$ cat config.mk
export PLATFORM = sky130hd
export DESIGN_NAME = imem_boot_loader
export DESIGN_NICKNAME = d
export VERILOG_FILES = /design/src/rtl/imem_boot_pkg.sv /design/src/rtl/imem_boot_delay_cnt.sv /design/src/rtl/imem_boot_loader.sv
export SDC_FILE = /design/constraint.sdc
export NUM_CORES = 1
export LEC_CHECK = 0
export CAP_MARGIN = 20
export CORE_ASPECT_RATIO = 0.9
export CORE_MARGIN = 4
export CORE_UTILIZATION = 40
export CTS_CLUSTER_SIZE = 20
export DETAILED_ROUTE_END_ITERATION = 16
export HOLD_SLACK_MARGIN = 0.05
export PLACE_DENSITY = 0.77
export SYNTH_ARGS = -nofsm -noshare
export SYNTH_HDL_FRONTEND = slang
export SYNTH_HIERARCHICAL = 1
export SYNTH_SLANG_ARGS = --single-unit
export TNS_END_PERCENT = 100
$ cat constraint.sdc
create_clock -name clk -period 2.52 [get_ports clk]
set_input_delay 0.63 -clock clk [delete_from_list [all_inputs] [get_ports clk]]
set_output_delay 0.63 -clock clk [all_outputs]
set_load 0.02 [all_outputs]
$ cat src/rtl/imem_boot_pkg.sv
// imem_boot_pkg: boot loader FSM states and delay-counter width shared by the imem boot loader files
package imem_boot_pkg;
  typedef enum logic [1:0] {IDLE, LOAD, FLUSH, RUN} boot_state_t;
  localparam int DLY_W = 4;
endpackage

$ cat src/rtl/imem_boot_delay_cnt.sv
// imem_boot_delay_cnt: loadable down-counter whose expire pulse marks the last cycle of an enabled countdown
module imem_boot_delay_cnt
  import imem_boot_pkg::*;
(
  input  logic             clk,
  input  logic             reset,
  input  logic             load,
  input  logic [DLY_W-1:0] load_val,
  input  logic             en,
  output logic             expire
);
  logic [DLY_W-1:0] cnt;
  always_ff @(posedge clk)
    if (!reset) cnt <= '0;
    else if (load) cnt <= load_val;
    else if (en && cnt != '0) cnt <= cnt - 1'b1;
  assign expire = en && !load && cnt == '0;
endmodule

$ cat src/rtl/imem_boot_loader.sv
// imem_boot_loader: streams words into imem from addr 0 under core reset, releases core after BOOT_DELAY (IMEM_BOOT_LOADER_CKSUM_EN adds checksum gate)
module imem_boot_loader
  import imem_boot_pkg::*;
#(
  parameter int ADDR_W     = 6,
  parameter int DATA_W     = 32,
  parameter int BOOT_DELAY = 4
) (
  input  logic              clk,
  input  logic              reset,
  input  logic              load_start,
  input  logic [ADDR_W:0]   word_count,
  input  logic              s_valid,
  input  logic [DATA_W-1:0] s_data,
  output logic              s_ready,
  output logic              imem_we,
  output logic [ADDR_W-1:0] imem_addr,
  output logic [DATA_W-1:0] imem_wdata,
  output logic              core_rst,
  output logic              busy,
  output logic              done,
  output logic              err
`ifdef IMEM_BOOT_LOADER_CKSUM_EN
  ,
  input  logic [DATA_W-1:0] cksum_exp,
  output logic              cksum_ok
`endif
);
  localparam logic [ADDR_W:0] DEPTH = (ADDR_W+1)'(1) << ADDR_W;
  boot_state_t state, state_n;
  logic [ADDR_W:0] total, cnt;
  logic [ADDR_W-1:0] addr;
  logic hs, legal, idle_or_run, start_ok, start_bad, last, expire, pass;
  assign hs          = s_valid && s_ready;
  assign legal       = word_count != '0 && word_count <= DEPTH;
  assign idle_or_run = state == IDLE || state == RUN;
  assign start_ok    = load_start && idle_or_run && legal;
  assign start_bad   = load_start && idle_or_run && !legal;
  assign last        = hs && cnt + 1'b1 == total;
  assign s_ready     = state == LOAD;
  assign busy        = state == LOAD || state == FLUSH;
  assign done        = state == RUN;
  assign core_rst    = state != RUN;
`ifdef IMEM_BOOT_LOADER_CKSUM_EN
  logic [DATA_W-1:0] sum, exp_sum;
  assign pass = sum == exp_sum;
`else
  assign pass = 1'b1;
`endif
  imem_boot_delay_cnt u_dly (
    .clk      (clk),
    .reset    (reset),
    .load     (last),
    .load_val (DLY_W'(BOOT_DELAY - 1)),
    .en       (state == FLUSH),
    .expire   (expire)
  );
  always_comb
    state_n = start_ok ? LOAD : last ? FLUSH : expire ? (pass ? RUN : IDLE) : state;
  always_ff @(posedge clk)
    state <= !reset ? IDLE : state_n;
  always_ff @(posedge clk) begin
    if (!reset) begin
      imem_we    <= 1'b0;
      imem_addr  <= '0;
      imem_wdata <= '0;
      err        <= 1'b0;
      total      <= '0;
      cnt        <= '0;
      addr       <= '0;
`ifdef IMEM_BOOT_LOADER_CKSUM_EN
      sum        <= '0;
      exp_sum    <= '0;
      cksum_ok   <= 1'b0;
`endif
    end else begin
      imem_we <= hs;
      if (hs) begin
        imem_addr  <= addr;
        imem_wdata <= s_data;
        addr       <= addr + 1'b1;
        cnt        <= cnt + 1'b1;
`ifdef IMEM_BOOT_LOADER_CKSUM_EN
        sum        <= sum + s_data;
`endif
      end
      if (start_ok) begin
        total <= word_count;
        cnt   <= '0;
        addr  <= '0;
        err   <= 1'b0;
`ifdef IMEM_BOOT_LOADER_CKSUM_EN
        sum      <= '0;
        exp_sum  <= cksum_exp;
        cksum_ok <= 1'b0;
`endif
      end
      if (start_bad) err <= 1'b1;
`ifdef IMEM_BOOT_LOADER_CKSUM_EN
      if (expire) begin
        cksum_ok <= pass;
        if (!pass) err <= 1'b1;
      end
`endif
    end
  end
endmodule

==> impl_metrics.yaml, run 1 <==
run_status:
  status: "complete, no violations"
worst_setup_path:
  crit_chain: "inv_1 > ha_1 > inv_1 > clkdlybuf4s50_1"
  crit_path_start: "state[0]$_SDFFE_PN0P_"
  critical-path-top-delay-family: "buffers and inverters"
  crit_fanout: 4
  cp_data_arrival_time_ns: 1.76
  critPathLaunchType: "flip-flop"
  rr_startpoint: "cnt[0]$_SDFFE_PP0P_"
  crit_slowest_cell: "clkdlybuf4s50_1"
  crit_path_frequent_cell: "inv_1"
  worstPathBufferInverterCount: 3
  required_ns: 1.89
  path_class: "reg2out"
  worstSetupEndpointType: "primary output"
  rr_worst_depth: 10
  cp.depth: 4
  cpPeakStageDelay_ns: 0.59
  r2r_slack_ns: 0.42
  r2r_end: "u_dly/cnt[1]$_SDFFE_PN0P_"
  critPathCapture: "busy"
run:
  cap_violations: 0
floorplanning:
  fp.dieH_um: 87.98
  fp.dieW_um: 96.86
  coreArea_mm2: 0.006726
  rows: 28
  die_area_mm2: 0.008521
  initial_core_util_pct: 42.26
  io_pins: 87
clock_tree:
  cts_sinks: 66
  cts_root_buf: "clkbuf_8"
  insertion_delay_ns: 0.33
  numCtsBuffers: 9
  postCtsHoldBufs: 0
  clk_path_buf_depth: 2
  post_cts_resized: 0
  h-tree-depth: 3
  tritoncts: "built"
  post-cts-setup-buffer-count: 0
  clkTransAtPathRegs_ns: 0.07
placement:
  io_buffer_count: 86
  place_congestion: 0.8119
  dp_hpwl_um: 4623
  dpl.cell_count: 502
cells_and_area:
  fin_cells: 517
  fillers: 619
  drive_above_1_share_pct: 7.026
  final_util_pct: 59.43
  nets: 472
  syn_to_final_growth_pct: 40.62
  num_antenna_cells: 0
yosys:
  ys_top_cells_by_area: "dfxtp_1 (46%), nand2_1 (13%), a21boi_0 (11%)"
  yosysTopAreaCellShare_pct: 46.48
  synth-seq-area-share_pct: 46.48
  ys_ff_latch: 66
  synth.avg_cell_area_um2: 8.537
  synthDistinctLibCells: 39
  synth_cells: 333
  synth_area_mm2: 0.002843
  synth_warnings: 6
  synth_top_area_cell: "dfxtp_1"
global_route:
  grt_start_max_net_pins: 43
  grt_pass1_vias: 2332
  grt_first_pass_wirelength_um: 10810
  gr-usage-all-layers_pct: 15.71
  gr-total-overflow: 0
  antenna_found_initial: 0
pwr:
  power.leakage_nw: 1.464
  p_per_area_mw_per_mm2: 573.2
  vdd_drop_max_uv: 277.7
route:
  remaining_drc_errors: 0
  wl_per_cell_um: 12.67
  drt_pass1_iterations: 4
  drt_iter0_markers: 78
  vias_per_cell: 4.700
  num_vias: 2430
  drt_wl_total_um: 6548
  antenna_left: 0
sta:
  tns_ns: 0
  final_max_slew_viol_count: 0
  finalSetupViolations: 0
  hold_violations: 0
  post-route-period-util_pct: 94.72
  rsz0062_at_grt: "no"
  fin_skew_ns: 0.007430
  fmax_mhz: 419.0
  fin_crit_ns: 2.387
worst_hold_path:
  holdPathStages: 2
  hold_class: "reg2reg"
## tightest hold or removal path: cells and delay by family (launching register included)
kind             cells  cell delay [ns]
AO/OA/AOI/OAI        1             0.06
flip-flops           1             0.31
AND/OR/NAND/NOR      1             0.04
## placed cells by master (no fill, tap or decap), types with 2 or more instances in the layout
cell type        instances
nand2_1                 99
clkdlybuf4s50_1         86
dfxtp_1                 66
a21boi_0                42
nor2_1                  20
xor2_1                  10
clkbuf_8                10
xnor2_1                  9
inv_1                    8
buf_4                    8
nand3_1                  7
and3_1                   6
a21oi_1                  6
ha_1                     6
nand4_1                  4
conb_1                   4
nand2b_1                 3
mux2i_1                  3
o211a_1                  2
nor2b_1                  2
o21ai_0                  2
clkinvlp_4               2
clkinv_2                 2
a2111o_1                 2
## worst min-delay path by stage
stage | start | end
floorplan | addr[5]$_SDFFE_PP0P_ | imem_addr[5]$_SDFFE_PN0P_
global placement | imem_wdata[23]$_SDFFE_PN0P_ | imem_wdata[23]$_SDFFE_PN0P_
detailed placement | imem_wdata[23]$_SDFFE_PN0P_ | imem_wdata[23]$_SDFFE_PN0P_
CTS | imem_wdata[16]$_SDFFE_PN0P_ | imem_wdata[16]$_SDFFE_PN0P_
global route | imem_wdata[19]$_SDFFE_PN0P_ | imem_wdata[19]$_SDFFE_PN0P_
finish | imem_wdata[4]$_SDFFE_PN0P_ | imem_wdata[4]$_SDFFE_PN0P_
## routing by layer
| layer | vias to the layer above | wire length, um | track usage (%) | share of wire [%] |
|---|---|---|---|---|
| met4 | 0 | 42 | 4.209 | 0.64 |
| met2 | 55 | 3142 | 26.25 | 48 |
| li1 | 1269 | - | - | - |
| met5 | - | 0 | 0 | 0 |
| met3 | 4 | 421 | 7.086 | 6.4 |
| met1 | 1102 | 2942 | 18.57 | 45 |
## cell families after synthesis
family,share of synthesized area (%)
fa+ha+maj,2.641
other cells,0.2642
compound gates,15.89
xor+xnor,5.854
buf+inv,3.873
mux,1.056
flops,46.48
simple gates,23.94
## flip-flops by register name, summed over array words and instances (netlist names)
register / count
u_dly/cnt: 4
total: 7
addr: 6
imem_we: 1
cnt: 7
state: 2
imem_wdata: 32
err: 1
imem_addr: 6
## cell usage after synthesis (all sizes together)
library cell  count
or3               1
mux2i             3
or3b              1
a211oi            1
buf               5
nand4             4
nor2b             2
nand2b            3
inv               8
a2111o            2
and2              2
xnor2             9
and3              6
o21a              1
nand2           100
o211ai            1
xor2             10
ha                6
o31ai             1
a21oi             6
nor2             21
nor4              3
a21boi           42
o21ai             2
nor4b             1
o32a              1
conb              2
nand3             7
dfxtp            66
o211a             2
nand4b            1
clkbuf           12
a311oi            1
## where the power goes
group | switching (mW) | total [mW] | internal [mW] | leakage (nW)
logic | 0.156 | 0.321 | 0.165 | 0.835
clock network | 0.395 | 0.869 | 0.475 | 0.0941
registers | 0.0226 | 1.10 | 1.08 | 0.534
total | 0.573 | 2.29 | 1.72 | 1.46
## metrics by stage
| stage | power (mW) | hold WS (ns) | area [um^2] | setup slack (ns) |
|---|---|---|---|---|
| 2_1_floorplan | 1.286 | 0.4462 | 2850 | 0.4857 |
| 3_3_place_gp | 1.443 | 0.4489 | 3805 | 0.2275 |
| 3_5_place_dp | 1.447 | 0.4561 | 3805 | 0.08922 |
| 4_1_cts | 2.324 | 0.4657 | 3998 | 0.1045 |
| 5_1_grt | 2.401 | 0.4843 | 3998 | 0.01735 |
| 6_report | 2.291 | 0.4610 | 3998 | 0.1331 |
## cell type report
| cell class | count | area (um^2) | area share, % |
|---|---|---|---|
| Clock inverter | 5 | 55.05 | 1.377 |
| Clock buffer | 10 | 137.6 | 3.443 |
| Inverter | 8 | 30.03 | 0.7512 |
| Tap cell | 90 | 112.6 | 2.817 |
| Sequential cell | 66 | 1321 | 33.05 |
| Multi-Input combinational cell | 244 | 1420 | 35.52 |
| Timing Repair Buffer | 94 | 920.9 | 23.04 |
Note: power is estimated with default switching activity, not from simulation.
==> inputs of run 2 (changes only) <==
--- a/config.mk
+++ b/config.mk
@@ -13,6 +13,8 @@
 export DETAILED_ROUTE_END_ITERATION = 16
 export HOLD_SLACK_MARGIN = 0.05
 export PLACE_DENSITY = 0.77
+export SETUP_SLACK_MARGIN = 0.02
+export SLEW_MARGIN = 0
 export SYNTH_ARGS = -nofsm -noshare
 export SYNTH_HDL_FRONTEND = slang
 export SYNTH_HIERARCHICAL = 1
==> impl_metrics.yaml, run 2 (synthesis results as in run 1) <==
route:
  num_vias: 2433
  drt_iter0_markers: 100
  wl_per_cell_um: 12.63
  antenna_left: 0
  drt_pass1_iterations: 4
  vias_per_cell: 4.706
  drt_wl_total_um: 6528
  remaining_drc_errors: 0
worst_setup_path:
  worstSetupEndpointType: "primary output"
  crit_chain: "ha_1 > clkdlybuf4s50_1"
  path_class: "reg2out"
  worstPathBufferInverterCount: 1
  cpPeakStageDelay_ns: 0.62
  crit_slowest_cell: "clkdlybuf4s50_1"
  r2r_slack_ns: 0.43
  required_ns: 1.89
  critPathLaunchType: "flip-flop"
  cp_data_arrival_time_ns: 1.57
  rr_startpoint: "cnt[0]$_SDFFE_PP0P_"
  crit_fanout: 4
  critical-path-top-delay-family: "buffers and inverters"
  rr_worst_depth: 10
  r2r_end: "u_dly/cnt[1]$_SDFFE_PN0P_"
worst_hold_path:
  hold_class: "reg2reg"
  min_to: "imem_wdata[4]$_SDFFE_PN0P_"
  holdPathStages: 2
  min_from: "imem_wdata[4]$_SDFFE_PN0P_"
floorplanning:
  coreArea_mm2: 0.006726
  io_pins: 87
  fp.dieH_um: 87.98
  die_area_mm2: 0.008521
  rows: 28
  fp.dieW_um: 96.86
  initial_core_util_pct: 42.26
clock_tree:
  tritoncts: "built"
  clk_path_buf_depth: 2
  numCtsBuffers: 9
  postCtsHoldBufs: 0
  cts_sinks: 66
  insertion_delay_ns: 0.33
  clkTransAtPathRegs_ns: 0.07
  h-tree-depth: 3
  cts_root_buf: "clkbuf_8"
sta:
  fmax_mhz: 454.4
  hold_violations: 0
  rsz0062_at_grt: "no"
  finalSetupViolations: 0
  whs_ns: 0.4619
  post-route-period-util_pct: 87.33
  fin_skew_ns: 0.007438
  final_max_slew_viol_count: 0
  fin_crit_ns: 2.201
  tns_ns: 0
global_route:
  gr-usage-all-layers_pct: 15.71
  use_met1_pct: 18.57
  grt_pass1_vias: 2332
  gr-total-overflow: 0
  use_met3_pct: 7.086
  grt_util_met2_pct: 26.25
  antenna_found_initial: 0
  grt_start_max_net_pins: 43
  grt_first_pass_wirelength_um: 10810
  top_usage_layer: "met2"
placement:
  io_buffer_count: 86
  place_congestion: 0.8119
  dp_hpwl_um: 4623
pwr:
  power.leakage_nw: 1.479
  p_per_area_mw_per_mm2: 572.6
  vdd_drop_max_uv: 277.7
cells_and_area:
  layout_commonest_cell: "nand2_1"
  syn_to_final_growth_pct: 40.71
  mostFrequentLayoutCells: "nand2_1 (99), clkdlybuf4s50_1 (85), dfxtp_1 (66)"
  top_regs: "imem_wdata (32), cnt (7), total (7)"
  drive_above_1_share_pct: 7.026
  largest_reg_flops: 32
  top_register: "imem_wdata"
  num_antenna_cells: 0
  nets: 472
run_status:
  status: "complete, no violations"
run:
  cap_violations: 0
==> run 2: final cells by class <==
cell class	instances	area [um^2]
fillers	620	2726
well taps	90	112.6
clock inverters	5	55.05
multi-input cells	244	1420
repair buffers	94	923.4
clock buffers	10	137.6
inverters	8	30.03
flip-flops and latches	66	1321
==> run 2: report_power, final <==
| group | internal (mW) | total (mW) | switching, mW |
|---|---|---|---|
| sequential | 1.08 | 1.10 | 0.0226 |
| combinational | 0.164 | 0.320 | 0.156 |
| clock | 0.475 | 0.869 | 0.394 |
| total | 1.72 | 2.29 | 0.573 |
==> run 2: metal layers <==
layer  wire length, um  vias to the layer above
met3               441                        4
met1              2910                     1102
met2              3135                       57
met5                 0                        -
met4                42                        0
li1                  -                     1270
==> run 2: through the flow <==
step / setup WS [ns] / power, mW / instances / area, um^2 / util, %
detailed placement: 0.08922 / 1.447 / 502 / 3805 / 56.57
CTS: 0.1045 / 2.324 / 517 / 3998 / 59.43
global placement: 0.2275 / 1.443 / 502 / 3805 / 56.57
floorplan: 0.4857 / 1.286 / 335 / 2850 / -
finish: 0.3192 / 2.290 / 517 / 4000 / 59.47
global route: 0.2367 / 2.401 / 517 / 4000 / 59.47
==> run 2: tightest hold or removal path, stage by stage (launching register included) <==
cell and delay, ns:
dfxtp_1 0.31, nand2_1 0.04, a21boi_0 0.06
==> run 2: how the worst max path moves through the flow <==
stage,slack [ns],start,to,cells past startpoint
floorplan,0.49,state[0]$_SDFFE_PN0P_,state[0]$_SDFFE_PN0P_,10
global placement,0.23,word_count[0],state[0]$_SDFFE_PN0P_,7
detailed placement,0.09,s_valid,u_dly/cnt[1]$_SDFFE_PN0P_,9
CTS,0.10,state[0]$_SDFFE_PN0P_,busy,4
global route,0.24,state[0]$_SDFFE_PN0P_,s_ready,2
finish,0.32,state[0]$_SDFFE_PN0P_,s_ready,2
==> run 2: repair_timing <==
action | CTS | global route
resized for setup | 0 | 1
endpoints found under the setup margin | 0 | 1
buffers inserted | 0 | 0
